[src/rtl/hypot_leg_solver_pkg.sv]
// Shared definitions for hypot_leg_solver and its isqrt_step datapath.
//   state_e        : FSM state encoding (IDLE=0, SQUARE=1, ROOT=2, DONE=3)
//   DEFAULT_WIDTH  : default operand/result width
//   DEFAULT_KW     : bit-index counter width for DEFAULT_WIDTH
//   kw_for()       : counter width for an arbitrary WIDTH (at least 1 bit)
package hypot_leg_solver_pkg;

  typedef enum logic [1:0] {
    ST_IDLE   = 2'd0,
    ST_SQUARE = 2'd1,
    ST_ROOT   = 2'd2,
    ST_DONE   = 2'd3
  } state_e;

  localparam int DEFAULT_WIDTH = 8;
  localparam int DEFAULT_KW    = $clog2(DEFAULT_WIDTH);

  function automatic int kw_for(input int w);
    return (w > 1) ? $clog2(w) : 1;
  endfunction

endpackage

[src/rtl/hypot_leg_solver_isqrt_step.sv]
// One iteration of a bit-serial restoring integer square root.
//   diff_i : radicand, 2*WIDTH bits
//   res_i  : partial root built so far (bits above k already decided)
//   k_i    : bit position being decided this step
//   res_o  : res_i with bit k set if (res_i | 1<<k)^2 still fits under diff_i
// Purely combinational.
module isqrt_step #(
  parameter int WIDTH = 8,
  parameter int KW    = 3
) (
  input  logic [2*WIDTH-1:0] diff_i,
  input  logic [WIDTH-1:0]   res_i,
  input  logic [KW-1:0]      k_i,
  output logic [WIDTH-1:0]   res_o
);

  logic [WIDTH-1:0]   one;
  logic [WIDTH-1:0]   trial;
  logic [2*WIDTH-1:0] trial_ext;
  logic [2*WIDTH-1:0] trial_sq;

  always_comb begin
    one       = {{(WIDTH-1){1'b0}}, 1'b1};
    trial     = res_i | (one << k_i);
    // Square at full 2*WIDTH so trial = 2^WIDTH-1 cannot wrap before compare.
    trial_ext = {{WIDTH{1'b0}}, trial};
    trial_sq  = trial_ext * trial_ext;
    res_o     = (trial_sq <= diff_i) ? trial : res_i;
  end

endmodule

[src/rtl/hypot_leg_solver.sv]
// Computes the missing leg y = floor(sqrt(h^2 - x^2)) of a right triangle.
//   clk, rst_n : clock, asynchronous active-low reset
//   ena        : global enable; low freezes every register
//   start      : request, accepted only in IDLE with ena=1
//   hyp_in     : hypotenuse h, latched on accepted start
//   leg_in     : known leg x, latched on accepted start
//   result     : leg y, held until the next accepted start
//   busy       : high whenever the FSM is not IDLE
//   done       : one-cycle pulse (stretched while ena=0) when result/err valid
//   err        : x > h, held until the next accepted start
// Handshake: start is a level sampled only in IDLE with ena=1; requests made
// while busy are dropped. done rises once per accepted start and result/err
// are valid from that cycle until the next accepted start.
module hypot_leg_solver
  import hypot_leg_solver_pkg::*;
#(
  parameter int WIDTH = DEFAULT_WIDTH
) (
  input  logic             clk,
  input  logic             rst_n,
  input  logic             ena,
  input  logic             start,
  input  logic [WIDTH-1:0] hyp_in,
  input  logic [WIDTH-1:0] leg_in,
  output logic [WIDTH-1:0] result,
  output logic             busy,
  output logic             done,
  output logic             err
);

  localparam int KW = kw_for(WIDTH);

  state_e               state_q, state_d;
  logic [WIDTH-1:0]     hyp_q, hyp_d;
  logic [WIDTH-1:0]     leg_q, leg_d;
  logic [2*WIDTH-1:0]   diff_q, diff_d;
  logic [KW-1:0]        k_q, k_d;
  logic [WIDTH-1:0]     result_q, result_d;
  logic                 err_q, err_d;
  logic                 done_q, done_d;

  logic [2*WIDTH-1:0]   hyp_sq;
  logic [2*WIDTH-1:0]   leg_sq;
  logic [WIDTH-1:0]     step_res;

  isqrt_step #(
    .WIDTH (WIDTH),
    .KW    (KW)
  ) u_step (
    .diff_i (diff_q),
    .res_i  (result_q),
    .k_i    (k_q),
    .res_o  (step_res)
  );

  always_comb begin
    hyp_sq = {{WIDTH{1'b0}}, hyp_q} * {{WIDTH{1'b0}}, hyp_q};
    leg_sq = {{WIDTH{1'b0}}, leg_q} * {{WIDTH{1'b0}}, leg_q};
  end

  always_comb begin
    state_d  = state_q;
    hyp_d    = hyp_q;
    leg_d    = leg_q;
    diff_d   = diff_q;
    k_d      = k_q;
    result_d = result_q;
    err_d    = err_q;
    done_d   = done_q;
    if (ena) begin
      // done is registered as "next state is DONE" so it tracks the DONE state.
      done_d = 1'b0;
      unique case (state_q)
        ST_IDLE: begin
          if (start) begin
            hyp_d    = hyp_in;
            leg_d    = leg_in;
            result_d = '0;
            err_d    = 1'b0;
            state_d  = ST_SQUARE;
          end
        end
        ST_SQUARE: begin
          if (leg_q > hyp_q) begin
            err_d    = 1'b1;
            result_d = '0;
            state_d  = ST_DONE;
            done_d   = 1'b1;
          end else begin
            diff_d  = hyp_sq - leg_sq;
            k_d     = KW'(WIDTH - 1);
            state_d = ST_ROOT;
          end
        end
        ST_ROOT: begin
          result_d = step_res;
          if (k_q == '0) begin
            state_d = ST_DONE;
            done_d  = 1'b1;
          end else begin
            k_d = k_q - KW'(1);
          end
        end
        ST_DONE: begin
          state_d = ST_IDLE;
        end
        default: state_d = ST_IDLE;
      endcase
    end
  end

  always_ff @(posedge clk or negedge rst_n) begin
    if (!rst_n) begin
      state_q  <= ST_IDLE;
      hyp_q    <= '0;
      leg_q    <= '0;
      diff_q   <= '0;
      k_q      <= '0;
      result_q <= '0;
      err_q    <= 1'b0;
      done_q   <= 1'b0;
    end else begin
      state_q  <= state_d;
      hyp_q    <= hyp_d;
      leg_q    <= leg_d;
      diff_q   <= diff_d;
      k_q      <= k_d;
      result_q <= result_d;
      err_q    <= err_d;
      done_q   <= done_d;
    end
  end

  assign result = result_q;
  assign err    = err_q;
  assign done   = done_q;
  assign busy   = (state_q != ST_IDLE);

endmodule
[config.mk]
export PLATFORM = sky130hd
export DESIGN_NAME = hypot_leg_solver
export DESIGN_NICKNAME = d
export VERILOG_FILES = /design/src/rtl/hypot_leg_solver_pkg.sv /design/src/rtl/hypot_leg_solver_isqrt_step.sv /design/src/rtl/hypot_leg_solver.sv
export SDC_FILE = /design/constraint.sdc
export NUM_CORES = 1
export LEC_CHECK = 0
export ABC_AREA = 1
export CAP_MARGIN = 0
export CORE_MARGIN = 4
export CORE_UTILIZATION = 55
export CTS_CLUSTER_DIAMETER = 60
export DETAILED_ROUTE_END_ITERATION = 8
export HOLD_SLACK_MARGIN = 0.02
export PLACE_DENSITY = 0.8
export SETUP_SLACK_MARGIN = 0.4
export SLEW_MARGIN = 20
export SYNTH_ARGS = -nofsm -noshare
export SYNTH_HDL_FRONTEND = slang
export SYNTH_SLANG_ARGS = --single-unit
export TNS_END_PERCENT = 100
[constraint.sdc]
create_clock -name clk -period 14.55 [get_ports clk]
set_input_delay 2.91 -clock clk [delete_from_list [all_inputs] [get_ports clk]]
set_output_delay 2.91 -clock clk [all_outputs]
set_load 0.01 [all_outputs]
== Word level (Yosys, flattened, before mapping) ==
Cells that the tools add are included.

* Add/subtract/negate cells: 2
* Multipliers: 3
* Order comparisons: 2
* Eq/ne operators: 9
* Shifts and indexed selects: 1
* Mux-type cells: 17
* Bitwise logic cells: 2
* Reduce and logical (&&, ||, !) cells: 12

{| class="wikitable"
|+ Operator list
! cell !! number
|-
| multiplier 8 x 8 -> 16 bit || 3
|-
| two-way mux 8 bit || 3
|-
| case mux 8 bit (3 select lines) || 1
|-
| less-or-equal comparator 16 bit || 1
|-
| subtractor 16 bit || 1
|-
| != test 2 bit, second input constant || 5
|-
| AND reduction 3 bit || 3
|-
| greater-than comparator 8 bit || 1
|-
| OR 8 bit || 1
|-
| case mux 2 bit (4 select lines) || 1
|-
| AND reduction 4 bit || 2
|-
| << shifter 1 x 3 -> 8 bit, first input constant || 1
|-
| two-way mux 3 bit || 2
|-
| case mux 3 bit (2 select lines) || 1
|-
| nonzero test 2 bit || 3
|-
| two-way mux 1 bit || 5
|-
| AND reduction 5 bit || 1
|-
| equality test 2 bit, second input constant || 2
|-
| two-way mux 2 bit || 2
|-
| case mux 1 bit (2 select lines) || 2
|-
| logical NOT 3 bit || 1
|-
| nonzero test 3 bit || 1
|-
| subtractor 3 x 1 -> 3 bit, second input constant || 1
|-
| equality test 2 x 1 -> 1 bit, second input constant || 1
|-
| 3 further kinds || 3
|}

* Register bits: 47
* Output and inout bits: 11

== Logic depth before layout (Yosys ltp) ==
* Depth after elaboration: 6
* Mapped depth: 32
* Mapped depth without buffers: 31

== Cells and area by module ==
A second synthesis with hierarchy kept.

* Cells, all modules: 1121
* Area total of the unflattened synthesis: 8463.1 um^2

{| class="wikitable"
|+ By module, submodules not included
! module !! times used !! cells each !! area an instance (um^2)
|-
| hypot_leg_solver || 1 || 758 || 6052.1
|-
| isqrt_step || 1 || 363 || 2411.1
|}

== Worst setup path before layout ==
Ideal clock, no wire load.

* Path kind: register to register
* Start: register k_q[1]
* End: register result_q[2] (netlist: result[2])
* Setup time: 0.117 ns
* Data arrival time: 5.330 ns
* Data required time: 14.433 ns
* Path slack: 9.103 ns
* Stages on the path, launching flop included: 32
* Buffers on the path: 1
* Cell sequence: dfrtp_1 -> inv_1 -> ha_1 -> a21oi_1 -> inv_1 -> clkbuf_1 -> nand2_1 -> fa_1 -> inv_1 -> fa_1 -> fa_1 -> inv_1 -> fa_1 -> inv_1 -> ha_1 -> nand2_1 -> nand2_1 -> inv_1 -> o21ai_0 -> a21oi_1 -> o21ai_0 -> xor2_1 -> ha_1 -> nand2_1 -> inv_1 -> nand4_1 -> nor2_1 -> nor2_1 -> nand2_2 -> nand3_4 -> nand2_1 -> nand2_1

* Word-level cells in the longest chain between the ends: 6
* Elaborated cells between the ends (all ways): 8

{| class="wikitable"
|+ RTL lines
! element !! line !! source
|-
| from (decl) || hypot_leg_solver.sv:37 || <nowiki>logic [KW-1:0] k_q, k_d;</nowiki>
|-
| from (signal assigned) || hypot_leg_solver.sv:127 || <nowiki>k_q <= k_d;</nowiki>
|-
| << shifter 1 x 3 -> 8 bit * || hypot_leg_solver_isqrt_step.sv:24 || <nowiki>trial = res_i | (one << k_i);</nowiki>
|-
| OR 8 bit * || hypot_leg_solver_isqrt_step.sv:24 ||
|-
| multiplier 8 x 8 -> 16 bit || hypot_leg_solver_isqrt_step.sv:27 || <nowiki>trial_sq = trial_ext * trial_ext;</nowiki>
|-
| less-or-equal comparator 16 bit || hypot_leg_solver_isqrt_step.sv:28 || <nowiki>res_o = (trial_sq <= diff_i) ? trial : res_i;</nowiki>
|-
| != test 2 x 1 -> 1 bit (no line) || - ||
|-
| AND reduction 5 bit (no line) || - ||
|-
| to (signal assigned) || hypot_leg_solver.sv:128 || <nowiki>result_q <= result_d;</nowiki>
|-
| to (decl) || hypot_leg_solver.sv:38 || <nowiki>logic [WIDTH-1:0] result_q, result_d;</nowiki>
|}

Every way passes the cells marked *; elsewhere a longest branch is shown, timed or not. The select of a mux whose other input is x is not followed.
A chain may end at the register's enable or synchronous reset.

== Final worst setup path ==
* Start: register k_q[0]
* End: register result_q[6] (netlist: result[6])

The elaborated chain is that of the path after synthesis.

==> flow_summary.toml <==
[yosys]
ys_ff_latch = 47
ys_seq_area_share_pct = 14.35
synthMuxAreaShare_pct = 0
async_reset_ff_share_pct = 100.0
syn_avg_cell_area_um2 = 7.789
synthSimpleGateAreaFrac_pct = 17.79
syn_nets = 1291
synth_edf_count = 0
yosys.area.top_type = "fa_1"
synth-compound-area-share_pct = 7.009
synthTopCellsByArea = "fa_1 (26%), ha_1 (17%), dfrtp_1 (14%)"
synth_cell_types = 38
synth_xor_area_share_pct = 3.313
synth_fa_ha_area_share_pct = 43.06
synth_area_um2 = 8194
synthCells = 1052
ys.warnings.count = 0
synth_top_family_by_area = "adder cells"
synth_top_area_share_pct = 25.65
synth_ff_type = "dfrtp_1"

[outcome]
status = "completed"

[clock_network]
htree_num_levels = 2
cts_inserted_buffers = 5
clockRootBuffer = "clkbuf_16"
cts_tree = "yes"
cts_resized = 0
cts.sinks = 47
clk_pin_slew_ns = 0.07
cts_buffer_depth = 2
clk_latency_ns = 0.30
post_cts_buffers = 0
ctsHoldBuffers = 0

[worst_setup_path]
setup.worst_path.class = "flop to flop"
required_ns = 14.74
end_kind = "flop"
crit_top_cell = "inv_1"
arrival_ns = 6.27
start_kind = "flop"
worstPathMaxFanout = 9
critPathMaxStageDelay_ns = 0.55
r2r_slack_ns = 8.48
cp_slowest_cell = "fa_1"

[floorplan]
initial_utilization_pct = 56.17
fp.dieH_um = 130.1
die_w_um = 130.1
core_um2 = 14590
io_pins = 31
die_area_um2 = 16920
rows = 44

[timing]
period_share_pct = 41.75
fin_crit_ns = 6.074
setup_tns_ns = 0
worstMarginPinSlew_ns = 0.6754
slew_viol_final = 0
max-slew-margin-rel_pct = 54.97
rsz0062_at_grt = "no"
hold_viol = 0
layout_setup_ws_ns = 8.476
setup_viol = 0
fmax_mhz = 164.6
finClkSkew_ns = 0.006297

[final_layout]
drive_gt1_share_pct = 3.280
final_nets = 1305
diodes = 0
area_growth_pct = 6.887

[drt]
first_pass_iters = 5
first_iter_violations = 353
ant_nets = 0
drc_errors = 0
wirelength_mm = 16.74
vias = 6398
viasPerCell = 5.114
wl_per_cell_um = 13.38

[placed_design]
gp_congestion = 0.8811
portBuffers = 30
dp_hpwl_mm = 13.85
dp_slack_ns = 8.544

[global_routing]
grt_overflow = 0
first_global_vias = 6463
grt_max_degree = 48
grt_pass1_wl_mm = 29.36
track_usage_pct = 21.40
antenna_found_initial = 0

[flow_run]
maxCapViolations = 0

[min_path]
hold_path.class = "flop to flop"
## sequential cells by signal, indices dropped and copies added, names as in the netlist
| signal | cells |
|---|---|
| hyp_q | 8 |
| state_q | 2 |
| done | 1 |
| err | 1 |
| k_q | 3 |
| result | 8 |
| leg_q | 8 |
| diff_q | 16 |
## per-stage QoR
stage / instances / cell area [um2] / hold slack [ns] / utilization (%)
2_1_floorplan: 1052 / 8194 / 0.4488 / -
6_report: 1251 / 8758 / 0.4896 / 60.03
5_1_grt: 1251 / 8758 / 0.5107 / 60.03
3_3_place_gp: 1243 / 8606 / 0.4676 / 58.99
3_5_place_dp: 1243 / 8606 / 0.4746 / 58.99
4_1_cts: 1251 / 8758 / 0.4962 / 60.03
## layout make-up
cell class	count	area, um2
fillers	1215	5831
multi-input cells	701	5842
flip-flops and latches	47	1176
repair buffers	32	310.3
well taps	184	230.2
clock inverters	3	27.53
clock buffers	5	125.1
inverters	279	1047
## cell usage in the layout, fill, tap and decap left out, types with 28 or more instances in the layout
cell type | Yosys | final
a21oi_1 | 40 | 40
clkdlybuf4s50_1 | 0 | 29
dfrtp_1 | 47 | 47
fa_1 | 105 | 105
ha_1 | 114 | 114
inv_1 | 275 | 275
nand2_1 | 242 | 242
nand3_1 | 28 | 28
nor2_1 | 48 | 48
o21ai_0 | 34 | 34
## logic make-up after synthesis
logic type | count (synthesis)
simple gates | 349
buf+inv | 304
fa+ha+maj | 219
compound gates | 101
flops | 47
xor+xnor | 31
other cells | 1
## per-layer routing
metal / vias up / global-route usage, % / routed length, um
li1: 3174 / - / -
met1: 3039 / 30.31 / 7598
met2: 162 / 36.21 / 8168
met3: 23 / 2.006 / 738
met4: 0 / 4.279 / 238
met5: - / 0 / 0
## cells in the mapped netlist, types with 2 or more instances
cell and count:
fa_1 105, nand2_2 3, a21o_1 3, nor3_1 5, o21bai_1 2, nand3_1 28, buf_6 3, ha_1 114
nor2_1 48, inv_2 4, o21ai_1 9, xor2_1 13, nand2_1 242, buf_2 3, a21oi_1 40, inv_1 275
clkbuf_1 15, nand4_1 15, o21ai_0 34, o21ai_2 6, nand3_4 2, xnor2_1 18, dfrtp_1 47, buf_4 4
## worst paths after layout
check	start	to	cells past startpoint
max	k_q[0]	result[6]	30
min	diff_q[4]	diff_q[4]	2
max reg2reg	k_q[0]	result[6]	30
min reg2reg	diff_q[4]	diff_q[4]	2
max in group asynchronous	rst_n	result[0]	2
min in group asynchronous	rst_n	diff_q[5]	2
## critical path, delay by kind of cell, from the launching register on
kind                       cells  cell delay (ns)
AOI/OAI and AO/OA              4             0.82
xor gates and xnor gates       1             0.16
adders and majority gates      7             2.83
buffers and inverters          7             0.63
DFF                            1             0.42
and+or+nand+nor               11             1.08
Power is left out: the tool's default activity adds up to more than one toggle a clock period on the data nets, which glitch-free logic cannot reach.
